### src/rtl/s_mem_reader.sv
// Sequential read-back of the 256x8 S memory: issues addresses 0..255, re-aligns
// the synchronous RAM data with its address tag, and streams beats out with an optional identity check.
//
// state | meaning
// IDLE  | waiting for start; outputs hold results of the last pass
// READ  | issuing reads while output credit is available
// DRAIN | all reads issued; waiting for in-flight reads and FIFO to empty
// DONE  | one-cycle completion pulse, then back to IDLE
module s_mem_reader #(
    parameter int READ_LATENCY = 1,
    parameter int FIFO_DEPTH   = 4
) (
    input  logic       clk,
    input  logic       rst,
    input  logic       start,
    input  logic       check_en,
    output logic [7:0] address,
    input  logic [7:0] q,
    output logic [7:0] out_addr,
    output logic [7:0] out_data,
    output logic       out_valid,
    input  logic       out_ready,
    output logic       busy,
    output logic       done,
    output logic [8:0] mismatch_count,
    output logic [7:0] first_bad_addr
);

    localparam int PW = (FIFO_DEPTH > 1) ? $clog2(FIFO_DEPTH) : 1;
    localparam int CW = $clog2(FIFO_DEPTH + 1);

    typedef enum logic [1:0] {IDLE, READ, DRAIN, DONE} state_t;

    state_t                  state;
    logic [8:0]              rd_ptr;
    logic                    chk_en_q;
    logic [READ_LATENCY-1:0] sr_valid;
    logic [7:0]              sr_tag [READ_LATENCY];
    logic [7:0]              fifo_addr [FIFO_DEPTH];
    logic [7:0]              fifo_data [FIFO_DEPTH];
    logic [PW-1:0]           wr_idx;
    logic [PW-1:0]           rd_idx;
    logic [CW-1:0]           fifo_count;
    logic [CW-1:0]           fifo_count_next;
    logic [3:0]              in_flight;
    logic [3:0]              in_flight_next;
    logic [7:0]              occupancy;
    logic                    tail_valid;
    logic                    push;
    logic                    pop;
    logic                    issue;
    logic                    hit;

    function automatic logic [PW-1:0] ptr_inc(input logic [PW-1:0] p);
        return (p == PW'(FIFO_DEPTH - 1)) ? '0 : p + 1'b1;
    endfunction

    always_comb begin
        in_flight = '0;
        for (int i = 0; i < READ_LATENCY; i++) begin
            in_flight = in_flight + {3'b000, sr_valid[i]};
        end
    end

    assign tail_valid = sr_valid[READ_LATENCY-1];
    assign push       = tail_valid;
    assign out_valid  = (fifo_count != '0);
    assign pop        = out_valid && out_ready;
    assign out_addr   = fifo_addr[rd_idx];
    assign out_data   = fifo_data[rd_idx];
    assign hit        = pop && chk_en_q && (out_data != out_addr);

    // Credit counts every read already issued, so the FIFO can always absorb the pipeline.
    assign occupancy  = 8'(fifo_count) + {4'b0000, in_flight};
    assign issue      = (state == READ) && (occupancy < 8'(FIFO_DEPTH));

    assign in_flight_next = in_flight - {3'b000, tail_valid} + {3'b000, issue};

    always_comb begin
        fifo_count_next = fifo_count;
        if (push && !pop) begin
            fifo_count_next = fifo_count + 1'b1;
        end else if (!push && pop) begin
            fifo_count_next = fifo_count - 1'b1;
        end
    end

    // rd_ptr reaches 256 after the last issue; the address stays parked on 255.
    assign address = rd_ptr[8] ? 8'hFF : rd_ptr[7:0];

    always_ff @(posedge clk or posedge rst) begin
        if (rst) begin
            state          <= IDLE;
            rd_ptr         <= '0;
            chk_en_q       <= 1'b0;
            busy           <= 1'b0;
            done           <= 1'b0;
            mismatch_count <= '0;
            first_bad_addr <= '0;
            sr_valid       <= '0;
            for (int i = 0; i < READ_LATENCY; i++) begin
                sr_tag[i] <= '0;
            end
            wr_idx         <= '0;
            rd_idx         <= '0;
            fifo_count     <= '0;
        end else begin
            done <= 1'b0;
            case (state)
                IDLE: begin
                    if (start) begin
                        state          <= READ;
                        busy           <= 1'b1;
                        rd_ptr         <= '0;
                        chk_en_q       <= check_en;
                        mismatch_count <= '0;
                        first_bad_addr <= '0;
                    end
                end
                READ: begin
                    if (issue && rd_ptr == 9'd255) begin
                        state <= DRAIN;
                    end
                end
                DRAIN: begin
                    if (fifo_count_next == '0 && in_flight_next == '0) begin
                        state <= DONE;
                        busy  <= 1'b0;
                        done  <= 1'b1;
                    end
                end
                DONE: begin
                    state <= IDLE;
                end
                default: begin
                    state <= IDLE;
                    busy  <= 1'b0;
                end
            endcase

            if (issue) begin
                rd_ptr <= rd_ptr + 9'd1;
            end

            for (int i = READ_LATENCY - 1; i > 0; i--) begin
                sr_valid[i] <= sr_valid[i-1];
                sr_tag[i]   <= sr_tag[i-1];
            end
            sr_valid[0] <= issue;
            sr_tag[0]   <= rd_ptr[7:0];

            if (push) begin
                wr_idx <= ptr_inc(wr_idx);
            end
            if (pop) begin
                rd_idx <= ptr_inc(rd_idx);
            end
            fifo_count <= fifo_count_next;

            if (hit) begin
                mismatch_count <= mismatch_count + 9'd1;
                if (mismatch_count == '0) begin
                    first_bad_addr <= out_addr;
                end
            end
        end
    end

    always_ff @(posedge clk) begin
        if (push) begin
            fifo_addr[wr_idx] <= sr_tag[READ_LATENCY-1];
            fifo_data[wr_idx] <= q;
        end
    end

    always @(posedge clk) begin
        if (!rst) begin
            assert (!(push && !pop && fifo_count == CW'(FIFO_DEPTH)));
        end
    end

endmodule

### config.mk
export PLATFORM = sky130hd
export DESIGN_NAME = s_mem_reader
export DESIGN_NICKNAME = d
export VERILOG_FILES = /design/src/rtl/s_mem_reader.sv
export SDC_FILE = /design/constraint.sdc
export NUM_CORES = 1
export LEC_CHECK = 0
export CAP_MARGIN = 0
export CORE_ASPECT_RATIO = 1.1
export CORE_MARGIN = 5
export CORE_UTILIZATION = 35
export CTS_CLUSTER_SIZE = 8
export DETAILED_ROUTE_END_ITERATION = 8
export HOLD_SLACK_MARGIN = 0.06
export SETUP_SLACK_MARGIN = 0.5
export SLEW_MARGIN = 15
export SYNTH_ARGS = -nofsm -noshare
export SYNTH_HDL_FRONTEND = slang
export SYNTH_SLANG_ARGS = --single-unit
### constraint.sdc
create_clock -name clk -period 3 [get_ports clk]
set_input_delay 0.3 -clock clk [delete_from_list [all_inputs] [get_ports clk]]
set_output_delay 0.3 -clock clk [all_outputs]
set_load 0.005 [all_outputs]
==> results of run 1 <==
## worst paths after layout
path,startpoint,to,slack [ns],depth (start not counted)
max,rd_idx[0],first_bad_addr[5],0.47,7
min,rst,chk_en_q,0.24,2
max reg2reg,rd_idx[0],first_bad_addr[5],0.47,7
min reg2reg,rd_ptr[5],sr_tag[5],0.47,0
max in group asynchronous,rst,rd_idx[1],2.00,3
min in group clk,rd_ptr[5],sr_tag[5],0.47,0
## what timing repair did
action / in CTS / in global routing
pin swaps: 4 / 5
endpoints found under the setup margin: 32 / 16
gates cloned: 0 / 1
gates resized for setup: 10 / 11
setup buffers: 2 / 7
## state kept, by name (all words and copies together), names as in the netlist
| name | flops |
|---|---|
| rd_idx | 2 |
| busy | 1 |
| fifo_addr | 32 |
| first_bad_addr | 8 |
| fifo_count | 3 |
| state | 2 |
| sr_tag | 8 |
| push | 1 |
| rd_ptr | 9 |
| done | 1 |
| fifo_data | 32 |
| mismatch_count | 9 |
| chk_en_q | 1 |
| wr_idx | 2 |
## routing by layer
metal / up-vias / wire length (um) / global-route usage (%)
li1: 1365 / - / -
met1: 1435 / 3992 / 14.90
met2: 44 / 5197 / 22.02
met3: 10 / 322 / 2.335
met4: 0 / 172 / 5.044
met5: - / 0 / 0
## cell type report
cell class              count  share of cell area (%)
inverters                  15                  0.9231
flip-flops and latches    111                   50.81
clock inverters             4                   1.272
repair buffers             72                   11.43
clock buffers              12                   4.041
well taps                 188                   3.856
multi-input cells         196                   27.67
## kinds of logic (layout without fill, tap and decap cells)
group,after synthesis,after routing,synth area share [%]
AO/OA/AOI/OAI,38,39,4.999
XOR/XNOR,13,13,2.357
adder cells (fa/ha/maj),15,15,3.885
buffers and inverters,26,103,2.616
flip-flops,111,111,64.13
multiplexers,29,29,10.54
AND/OR/NAND/NOR,100,100,11.47
## cells in the mapped netlist
| master | n |
|---|---|
| o21ai_2 | 1 |
| clkbuf_1 | 5 |
| buf_6 | 1 |
| buf_2 | 4 |
| nand3_1 | 17 |
| a211o_1 | 2 |
| nor2b_1 | 1 |
| o21ai_0 | 17 |
| nor2_1 | 6 |
| nand2_1 | 24 |
| mux2i_1 | 1 |
| ha_1 | 15 |
| inv_1 | 14 |
| xor2_1 | 2 |
| edfxtp_1 | 64 |
| a311oi_1 | 2 |
| a21o_1 | 3 |
| buf_12 | 1 |
| a21bo_2 | 1 |
| nand4_1 | 2 |
| nand3b_1 | 2 |
| a21oi_1 | 6 |
| mux2_2 | 12 |
| xnor2_1 | 11 |
| nor4b_1 | 2 |
| and2_1 | 17 |
| o21a_1 | 1 |
| and3_1 | 5 |
| nor4_1 | 1 |
| nand2b_1 | 4 |
| or2_2 | 10 |
| a21boi_0 | 1 |
| mux4_2 | 15 |
| nor4bb_1 | 1 |
| clkinv_1 | 1 |
| nand4_4 | 1 |
| a221o_1 | 2 |
| a211oi_1 | 1 |
| nor3_1 | 5 |
| o31ai_1 | 1 |
| mux4_1 | 1 |
| dfrtp_1 | 47 |
| and2_4 | 1 |
| or2_4 | 1 |
## power groups by stage
| stage | logic (mW) | registers [mW] | clock network, mW |
|---|---|---|---|
| finish | 1.89 | 2.24 | 1.28 |
| global route | 2.06 | 2.29 | 1.37 |
| CTS | 1.84 | 2.25 | 1.31 |
| detailed placement | 1.72 | 2.28 | 0 |
| global placement | 1.70 | 2.25 | 0 |
| floorplan | 1.10 | 2.14 | 0 |
## stage by stage
| stage | total power, mW | instance area, um^2 | setup WS [ns] | util (%) | hold slack, ns |
|---|---|---|---|---|---|
| 2_1_floorplan | 3.239 | 4831 | 0.6483 | - | 0.3989 |
| 3_3_place_gp | 3.956 | 5609 | 0.1918 | 41.00 | 0.4514 |
| 3_5_place_dp | 3.994 | 5609 | 0.1965 | 41.00 | 0.4503 |
| 4_1_cts | 5.405 | 5992 | 0.4913 | 43.80 | 0.2504 |
| 5_1_grt | 5.723 | 6100 | 0.3839 | 44.58 | 0.2806 |
| 6_report | 5.412 | 6100 | 0.4684 | 44.58 | 0.2445 |
==> reports/qor.csv, run 1 <==
metric,value,unit
Routed Antenna Nets,0,
die area,16250,um^2
initial antenna violation count,0,
Crit Path Max Fanout,8,
total congestion overflow,0,
maximum clock path buffer count,2,
largest area contributor in the netlist,edfxtp_1,
die height,133.2,um
Synth cell types,44,
clock skew,0.005917,ns
Syn Inst Count,332,
largest cells by area after synthesis,"edfxtp_1, dfrtp_1, mux4_2, ha_1, mux2_2",
clock slew seen by the registers of the worst setup and hold paths,0.07,ns
power per cell area,887.2,nW/um^2
# IOs,57,
DRC,0,
Switching Fraction,30.01,%
clk_lat worst skew,0.34,ns
drt total wl,9.684,mm
RSZ-0062 raised after global routing,yes,
CTS H-tree depth,3,
Max Slew Vio Count,0,
first-pass GRT wire length,15.54,mm
WP data required,3.22,ns
Clock Sinks,111,
MaxCap Viol Count,0,
Initial DRT Pass Iterations,4,
clock share of power,23.6,%
CP Buf/Inv Count,1,
cts hold-fix bufs,0,
Syn-to-layout area delta,26.26,%
Synth Warn #,0,
"Hold Vio Cnt, Final",0,
relative slew slack,37.95,%
Synth Register Bits,111,
core area,13680,um^2
Initial DRC Count,166,
largest net degree at the start of global routing,33,
min Tclk post-route,2.532,ns
top cell type's share of synthesized area,39.78,%
Hold WC Path Type,input pin to async pin,
gr usage total,12.48,%
"commonest non-fill, non-tap cells in the layout","edfxtp_1, clkdlybuf4s50_1, dfrtp_1",
Antenna diodes,0,
Root Buffer,clkbuf_16,
Final period util,84.39,%
post-route insts no fill,598,
Vias/cell,4.773,
CTS tree,done,
Seq pwr share,41.5,%
synthesized net count,360,
Logic pwr share,34.9,%
layout cells sized above 1,19.76,%
input/output buffers,56,
CP top delay family,multiplexers,
gpl congestion,0.7512,
Multi-input gate area,1688,um^2
Site Rows,45,
CP Data Arrival Time,2.75,ns
Inst Count DP,572,
Setup Viol. Count Final,0,
CP max-delay cell,mux4_2,
fillers,1244,
critical path endpoint category,register,
maximum clock frequency,395.0,MHz
Startpoint Class,register,
delay of the slowest critical-path stage,0.55,ns
maximum vdd drop,0.2968,mV
P_int,3.788,mW
initial core utilization,35.31,%
Setup CP Type,register to register,
Die Wd,122.0,um
final HPWL from detailed placement,6.677,mm
Worst-Margin Slew,0.9307,ns
total number of vias,2854,
status,completed,
Mapped Avg Cell Area,14.55,um^2
wire per inst,16.19,um
sequence of cells on the critical path,buf_6 -> mux4_2 -> xnor2_2 -> nand4_1 -> or2_4 -> nand4_4 -> mux2_4,
vias in the first global route,2865,
Num CTS Buffers,9,
FF/Latch Area,3099,um^2
Leak,2.389,nW
Setup TNS,0,ns
sequential element share of the synthesized area,64.13,%
Net Sw Power,1.624,mW
final net count,433,
synthesized cell area,4831,um^2
"commonest non-fill, non-tap cell in the layout",edfxtp_1,
Power figures use the tool's default switching activity.
==> inputs of run 2 (changes only) <==
==> constraint.sdc (replaced) <==
create_clock -name clk -period 2.29 [get_ports clk]
set_input_delay 0.229 -clock clk [delete_from_list [all_inputs] [get_ports clk]]
set_output_delay 0.229 -clock clk [all_outputs]
set_load 0.005 [all_outputs]
==> reports/qor.csv, run 2 (synthesis gave the netlist of run 1 again) <==
metric,value,unit,change
status,"finished, violations left",,
failing checks,setup timing,,
Switching Fraction,30.46,%,+0.45 points
post-route cell area,6620,um^2,+8.5%
uppermost routed layer,met4,,
cts hold-fix bufs,0,,unchanged
total congestion overflow,0,,unchanged
Num CTS Buffers,9,,unchanged
Clock Sinks,111,,unchanged
DRC,0,,unchanged
Site Rows,45,,unchanged
Initial DRC Count,150,,-9.6%
crit path from,rd_idx[0],,
"commonest non-fill, non-tap cells in the layout","edfxtp_1, dfrtp_1, buf_4",,
R2R cell count,8,,+1
maximum vdd drop,0.4817,mV,+62%
# IOs,57,,unchanged
R2R Path End,first_bad_addr[4],,
maximum clock path buffer count,2,,unchanged
input/output buffers,56,,unchanged
Syn-to-layout area delta,37.04,%,
gpl congestion,0.7349,,-2.2%
Worst-Margin Slew,0.6238,ns,-0.3069 ns
critical path endpoint category,register,,
Startpoint Class,register,,
Logic pwr share,42.6,%,+7.7 points
"commonest non-fill, non-tap cell in the layout",edfxtp_1,,
power per cell area,1168,nW/um^2,+32%
Crit Path Max Fanout,8,,unchanged
Root Buffer,clkbuf_16,,
layout cells sized above 1,36.81,%,+17 points
"Hold Vio Cnt, Final",0,,unchanged
clock share of power,20.5,%,-3.1 points
min Tclk post-route,2.467,ns,-0.06486 ns
Setup CP Type,register to register,,
MaxCap Viol Count,0,,unchanged
Net Sw Power,2.354,mW,+45%
Final period util,107.7,%,+23 points
Setup Viol. Count Final,14,,+14
Routed Antenna Nets,0,,unchanged
clk_lat worst skew,0.35,ns,about the same
fillers,1196,,-3.9%
Antenna diodes,0,,unchanged
wire per inst,16.46,um,+1.6%
gr usage total,13.30,%,+0.82 points
vias in the first global route,3172,,+11%
clock skew,0.01050,ns,+0.004584 ns
initial antenna violation count,0,,unchanged
R2R setup slack,-0.18,ns,-0.65 ns
r2r startpoint,rd_idx[0],,
core area,13680,um^2,unchanged
Vias/cell,4.698,,-1.6%
maximum clock frequency,405.4,MHz,+2.6%
Worst Slack Setup Final,-0.1768,ns,-0.6451 ns
Seq pwr share,36.9,%,-4.6 points
P_int,5.376,mW,+42%
Leak,2.706,nW,+13%
WP data required,2.52,ns,-0.70 ns
relative slew slack,58.41,%,+20 points
Max Slew Vio Count,0,,unchanged
CTS H-tree depth,3,,unchanged
die area,16250,um^2,unchanged
biggest regs,"fifo_addr (32), fifo_data (32)",,
total number of vias,3002,,+5.2%
Hold WC Path Type,input pin to async pin,,
met2 wire len,5.849,mm,+13%
Placed Area,5911,um^2,+5.4%
Setup TNS,-1.915,ns,-1.915 ns
M1 wire length,4.254,mm,+6.6%
drt total wl,10.52,mm,+8.6%
RSZ-0062 raised after global routing,yes,,
overall power,7.730,mW,+43%
CTS tree,done,,
Die Wd,122.0,um,unchanged
final HPWL from detailed placement,7.041,mm,+5.5%
clock slew seen by the registers of the worst setup and hold paths,0.08,ns,about the same
met3 WL,267,um,-17%
final net count,474,,+9.5%
largest net degree at the start of global routing,48,,+45%
CP Data Arrival Time,2.70,ns,-0.05 ns
Initial DRT Pass Iterations,4,,unchanged
die height,133.2,um,unchanged
initial core utilization,35.31,%,unchanged
first-pass GRT wire length,16.62,mm,+7.0%
==> run 2: metrics by stage <==
stage,hold slack [ns],std cells,util (%),setup WS (ns)
6_report,0.3487,639,48.39,-0.1768
5_1_grt,0.4349,639,48.39,-0.2803
4_1_cts,0.3810,636,47.37,-0.1234
3_5_place_dp,0.4519,601,43.20,-0.1863
3_3_place_gp,0.4533,601,43.20,-0.1419
2_1_floorplan,0.3279,332,-,-0.06168
==> run 2: worst max path at each step <==
stage                        endpoint  cells after the start
floorplan           first_bad_addr[0]                      8
global placement    first_bad_addr[6]                      7
detailed placement  first_bad_addr[5]                      7
CTS                 first_bad_addr[4]                      8
global route        first_bad_addr[5]                      8
finish              first_bad_addr[4]                      8
==> run 2: layout make-up <==
class	instances	area (um^2)	share of cell area, %
clock inverters	7	77.57	1.172
inverters	15	56.30	0.8505
multi-input cells	195	1822	27.52
well taps	188	235.2	3.553
clock buffers	9	225.2	3.402
flip-flops and latches	111	3103	46.87
repair buffers	114	1101	16.63
==> run 2: layer usage <==
metal  track usage (%)  vias to the layer above
met4             4.172                        0
met2             24.54                       35
met1             15.54                     1510
met5                 0                        -
met3             2.378                       10
li1                  -                     1447
==> run 2: worst max-delay path: stages, from the launching register on <==
cell and delay, ns:
dfrtp_2 0.40, buf_6 0.11, buf_12 0.11, mux4_2 0.55, xnor2_2 0.17, nand4_1 0.19
or2_4 0.33, nand4_4 0.17, mux2_4 0.32
==> run 2: power by group through the flow <==
stage	Combinational (mW)	Clock (mW)	Sequential, mW
after global routing	3.55	1.71	2.90
after detailed placement	2.78	0	2.90
after floorplan	1.49	0	2.80
final	3.29	1.58	2.85
after CTS	3.10	1.62	2.85
after global placement	2.75	0	2.89
==> run 2: timing repair <==
item / 4_1_cts / 5_1_grt
setup endpoints to repair: 47 / 40
setup buffers: 18 / 3
pin swaps: 14 / 9
cloned: 1 / 0
gates resized for setup: 76 / 40
==> RTL change 1: new RTL, settings of run 1 <==
`READ_LATENCY`: 1 -> 2.
--- a/src/rtl/s_mem_reader.sv
+++ b/src/rtl/s_mem_reader.sv
@@ -9,3 +9,3 @@
 module s_mem_reader #(
-    parameter int READ_LATENCY = 1,
+    parameter int READ_LATENCY = 2,
     parameter int FIFO_DEPTH   = 4
Function: changed (a bounded check fails within 4 cycles, from zero or initial values and one cycle with rst high).
==> RTL change 1 against run 1 <==
  * Wire length increased by 1.2%
  * Worst setup slack better by 0.028 ns
  * Critical endpoint is now state[1]$_DFFE_PP0P_
  * Design area rose by 9.7%
  * Power increased by 22%
  * Sequential cell count grew 9
  * Count of clock-buffer cells in the layout up 10
  * Via count up 1.9%
  * Critical path type unchanged
  * Area after synthesis rose by 6.7%
==> RTL change 1: results (changes against run 1) <==
status=completed; Via density=4.607 (-3.5%); final std cell area, no fill=0.006694 mm2 (+9.7%); R2R Setup Slk=0.50 ns (+0.03 ns); WL met2=5.163 mm (-0.65%); met1 Use GR=13.95% (-0.95 points); CP max-delay cell=or4_4; fin nets=458 (+5.8%); vias=2907 (+1.9%); Distinct cells, synth=42 (-4.5%); Setup WS pre-CTS=0.3379 ns (+0.1415 ns); wirelength, routed=9.803 mm (+1.2%); dpl hpwl=6.584 mm (-1.4%); met2 global-route usage=20.45% (-1.6 points); DR WL met3=414 um (+29%); cells on worst reg2reg path=9 (+2); CTS max path bufs=2 (unchanged); delay-heaviest family, CP=simple AND/OR/NAND/NOR gates; vias in the first global route=3056 (+6.7%); clk_skew=0.01026 ns (+0.004344 ns); Inserted Clock Buffers=17 (+8); GPL Wtd Cong=0.7701 (+2.5%); hold slack=0.1321 ns (-0.1124 ns); Post-Synth XOR/XNOR Area=2.209% (-0.15 points); worst slew pin tran=0.8842 ns (-0.04657 ns); fill count=1260 (+1.3%); GRT Util Overall=11.94% (-0.54 points); most frequent cells after synthesis=64 x edfxtp_1, 56 x dfrtp_1, 30 x nand2_1; H-tree levels=4 (+1); r2r endpoint=state[1]$_DFFE_PP0P_; P_leak=2.724 nW (+14%); ys async rst share=46.67% (+4.3 points); mux contribution to synthesized area=11.77% (+1.2 points); crit path max fanout=4 (-4); Post-Route M1 WL=4.072 mm (+2.0%); Compound-Gate Fraction of Synth Area=4.733% (-0.27 points); Avg Synthesized Cell Area=15.16 um2 (+4.2%); hold crit path type=in -> async; share of cells above drive strength 1=24.83% (+5.1 points); GR Layer Usage met3=3.645% (+1.3 points); sequential-to-total area share from yosys stat=64.47% (+0.34 points); pin count of the biggest net entering global routing=30 (-9.1%); Inst Count DP=585 (+2.3%); initial drt markers=145 (-13%); placed standard-cell area=0.005942 mm2 (+5.9%); post-synthesis adder-cell area fraction=4.612% (+0.73 points); worst r2r src=sr_valid[1]$_DFF_PP0_; worst skew pair latency=0.41 ns (+0.07 ns); clock-pin transition on the worst setup and hold timing paths=0.05 ns (-0.02 ns); Max IR drop VDD=0.4008 mV (+35%); largest cells by area after synthesis=edfxtp_1 37%, dfrtp_1 27%, ha_1 4.6%
[RTL change 1: cell count changes in the layout (fill, tap and decap cells not counted), moves of 4 or more]
| cell | run 1 | this run |
|---|---|---|
| dfrtp_1 | 46 | 54 |
| clkinv_2 | 0 | 5 |
| and2_1 | 16 | 12 |
| nand2_1 | 24 | 29 |
| clkbuf_16 | 9 | 20 |
| buf_4 | 14 | 19 |
| nand3_1 | 17 | 11 |
[RTL change 1: where the power goes]
group / internal (mW) / switching [mW]
clock: 1.30 / 0.697
sequential: 2.04 / 0.237
combinational: 1.32 / 0.979
total: 4.66 / 1.91
[RTL change 1: worst max-delay path by stage]
stage	startpoint	to	slack (ns)	cells after the start
6_report	sr_valid[1]$_DFF_PP0_	state[1]$_DFFE_PP0P_	0.50	9
5_1_grt	sr_valid[1]$_DFF_PP0_	state[1]$_DFFE_PP0P_	0.42	9
4_1_cts	fifo_count[0]$_DFF_PP0_	state[1]$_DFFE_PP0P_	0.52	8
3_5_place_dp	out_ready	state[1]$_DFFE_PP0P_	0.34	7
3_3_place_gp	out_ready	state[1]$_DFFE_PP0P_	0.39	7
2_1_floorplan	sr_valid[0]$_DFF_PP0_	state[1]$_DFFE_PP0P_	0.55	10
[RTL change 1: layout make-up]
class,instances,area [um2],share of cell area [%]
clock buffers,22,518.0,7.738
clock inverters,10,85.08,1.271
inverters,14,52.55,0.7850
multi-input cells,197,1750,26.15
flip-flops and latches,120,3326,49.68
well taps,192,240.2,3.589
repair buffers,76,721.9,10.79
[RTL change 1: repair_timing]
item,CTS,global route
hold buffers,0,0
pin swaps,2,7
buffers inserted,7,7
setup endpoints to repair,30,13
gates resized for setup,9,13
==> RTL change 2: new RTL, config.mk and constraints of run 1 <==
Made on the original files. Put one more register stage on the output `mismatch_count`, cleared by the reset. The value now appears one clock later. The other outputs are not delayed to match.
--- a/src/rtl/s_mem_reader.sv
+++ b/src/rtl/s_mem_reader.sv
@@ -32,2 +32,4 @@
     typedef enum logic [1:0] {IDLE, READ, DRAIN, DONE} state_t;
+
+    logic [8:0] mismatch_count_s0;
 
@@ -97,3 +99,3 @@
             done           <= 1'b0;
-            mismatch_count <= '0;
+            mismatch_count_s0 <= '0;
             first_bad_addr <= '0;
@@ -115,3 +117,3 @@
                         chk_en_q       <= check_en;
-                        mismatch_count <= '0;
+                        mismatch_count_s0 <= '0;
                         first_bad_addr <= '0;
@@ -160,4 +162,4 @@
             if (hit) begin
-                mismatch_count <= mismatch_count + 9'd1;
-                if (mismatch_count == '0) begin
+                mismatch_count_s0 <= mismatch_count_s0 + 9'd1;
+                if (mismatch_count_s0 == '0) begin
                     first_bad_addr <= out_addr;
@@ -181,2 +183,10 @@
 
+    always_ff @(posedge clk or posedge rst) begin
+        if (rst) begin
+            mismatch_count <= '0;
+        end else begin
+            mismatch_count <= mismatch_count_s0;
+        end
+    end
+
 endmodule
Function: changed (a bounded check fails within 10 cycles, from zero or initial values and one cycle with rst high).
==> RTL change 2 against run 1 <==
  * Worst setup slack better by 0.098 ns
  * Wire length is 6.5% higher
  * Design area is 7.7% higher
  * Area after synthesis is 4.7% higher
  * Critical endpoint is now out_addr[2]
  * Count of clock-buffer cells in the layout is 5 higher
  * Power is 16% higher
  * Synthesized cell count is 0.60% higher
  * Core utilization is 1.2 points higher
  * Via count is 5.0% higher
  * Sequential share of layout area is 0.16 points lower
  * Clock power is 60% higher
  * Sequential cell count is 9 higher
  * Hold slack better by 0.033 ns
==> RTL change 2: results (changes against run 1) <==
pin count of the biggest net entering global routing=31 (-6.1%); crit path max fanout=4 (-4); hold crit path type=in -> async; Inst Count DP=577 (+0.87%); Max IR drop VDD=0.3957 mV (+33%); first-pass GRT wire length=16.60 mm (+6.8%); ys async rst share=46.67% (+4.3 points); fill count=1255 (+0.88%); max incr delay on CP=0.58 ns (+0.03 ns); met1 Use GR=15.55% (+0.64 points); GPL Wtd Cong=0.7992 (+6.4%); Setup WS pre-CTS=0.2699 ns (+0.07346 ns); GR Layer Usage met3=4.597% (+2.3 points); hold slack=0.2775 ns (+0.03298 ns); initial drt markers=210 (+27%); sequential-to-total area share from yosys stat=65.73% (+1.6 points); DR WL met3=491 um (+52%); H-tree levels=4 (+1); area occupied by multi-input gates=0.001664 mm2 (-1.4%); initial antenna violation count=0 (unchanged); Via density=4.881 (+2.3%); delay-heaviest family, CP=buffers and inverters; syn_nets=362 (+0.56%); clk_skew=0.005412 ns (-0.0005056 ns); dpl hpwl=6.928 mm (+3.8%); fin nets=437 (+0.92%); synth warn=0 (unchanged); Post-Route M1 WL=4.637 mm (+16%); vias in the first global route=3074 (+7.3%); share of cells above drive strength 1=19.43% (-0.32 points); detailed-route wire length per cell=16.79 um (+3.7%); met2 global-route usage=20.85% (-1.2 points); vias=2997 (+5.0%); status=completed; worst skew pair latency=0.41 ns (+0.07 ns); P_leak=2.692 nW (+13%); Distinct cells, synth=50 (+14%); largest cells by area after synthesis=edfxtp_1 38%, dfrtp_1 28%, mux4_1 4.2%; clock-pin transition on the worst setup and hold timing paths=0.05 ns (-0.02 ns); Top Registers=fifo_addr (32), fifo_data (32); Inserted Clock Buffers=17 (+8); Slew HR=37.88% (-0.068 points); GRT Util Overall=12.85% (+0.37 points)
RTL change 2: changes by cell type after synthesis, sizes merged, moves of 6 or more:
| cell | delta |
|---|---|
| nand2 | -6 |
| and2 | -12 |
| dfrtp | +9 |
| a31o | +8 |
| nand3 | -6 |
| mux2 | -8 |
| and3 | +13 |
RTL change 2: power breakdown:
part,internal (mW),total (mW),switching [mW]
Sequential,2.12,2.32,0.206
Clock,1.31,2.05,0.742
Combinational,0.983,1.91,0.926
Total,4.41,6.28,1.87
RTL change 2: area by class of cell:
class                      count  share of cell area, %
clock buffer                  17                  6.479
sequential                   120                  50.65
tap                          192                  3.659
timing repair buffer          67                  10.23
clock inverter                15                  2.725
multi-input combinational    187                  25.34
inverter                      16                 0.9146
RTL change 2: path summary, 6_finish.rpt:
check / start / endpoint / depth (start not counted)
setup / recovery: rd_idx[0]$_DFFE_PP0N_ / out_addr[2] / 4
hold / removal: rst / mismatch_count[8]$_DFF_PP0_ / 2
setup reg to reg: rd_idx[0]$_DFFE_PP0N_ / mismatch_count_s0[6]$_DFFE_PP0P_ / 7
hold reg to reg: rd_ptr[7]$_DFFE_PP0P_ / sr_tag[7]$_DFF_PP0_ / 0
max in group asynchronous: rst / rd_idx[0]$_DFFE_PP0N_ / 3
min in group clk: rd_ptr[7]$_DFFE_PP0P_ / sr_tag[7]$_DFF_PP0_ / 0
RTL change 2: cell families after synthesis:
| logic type | synth area share (%) |
|---|---|
| DFF | 65.73 |
| and+or+nand+nor | 9.725 |
| AOI/OAI and AO/OA | 6.979 |
| buffers and inverters | 2.647 |
| muxes | 8.810 |
| adders and majority gates | 3.712 |
| xor gates and xnor gates | 2.400 |
RTL change 2: timing repair:
item / 4_1_cts / 5_1_grt
resized for setup: 5 / 7
setup endpoints to repair: 24 / 4
pin swaps: 0 / 4
buffers inserted: 2 / 3
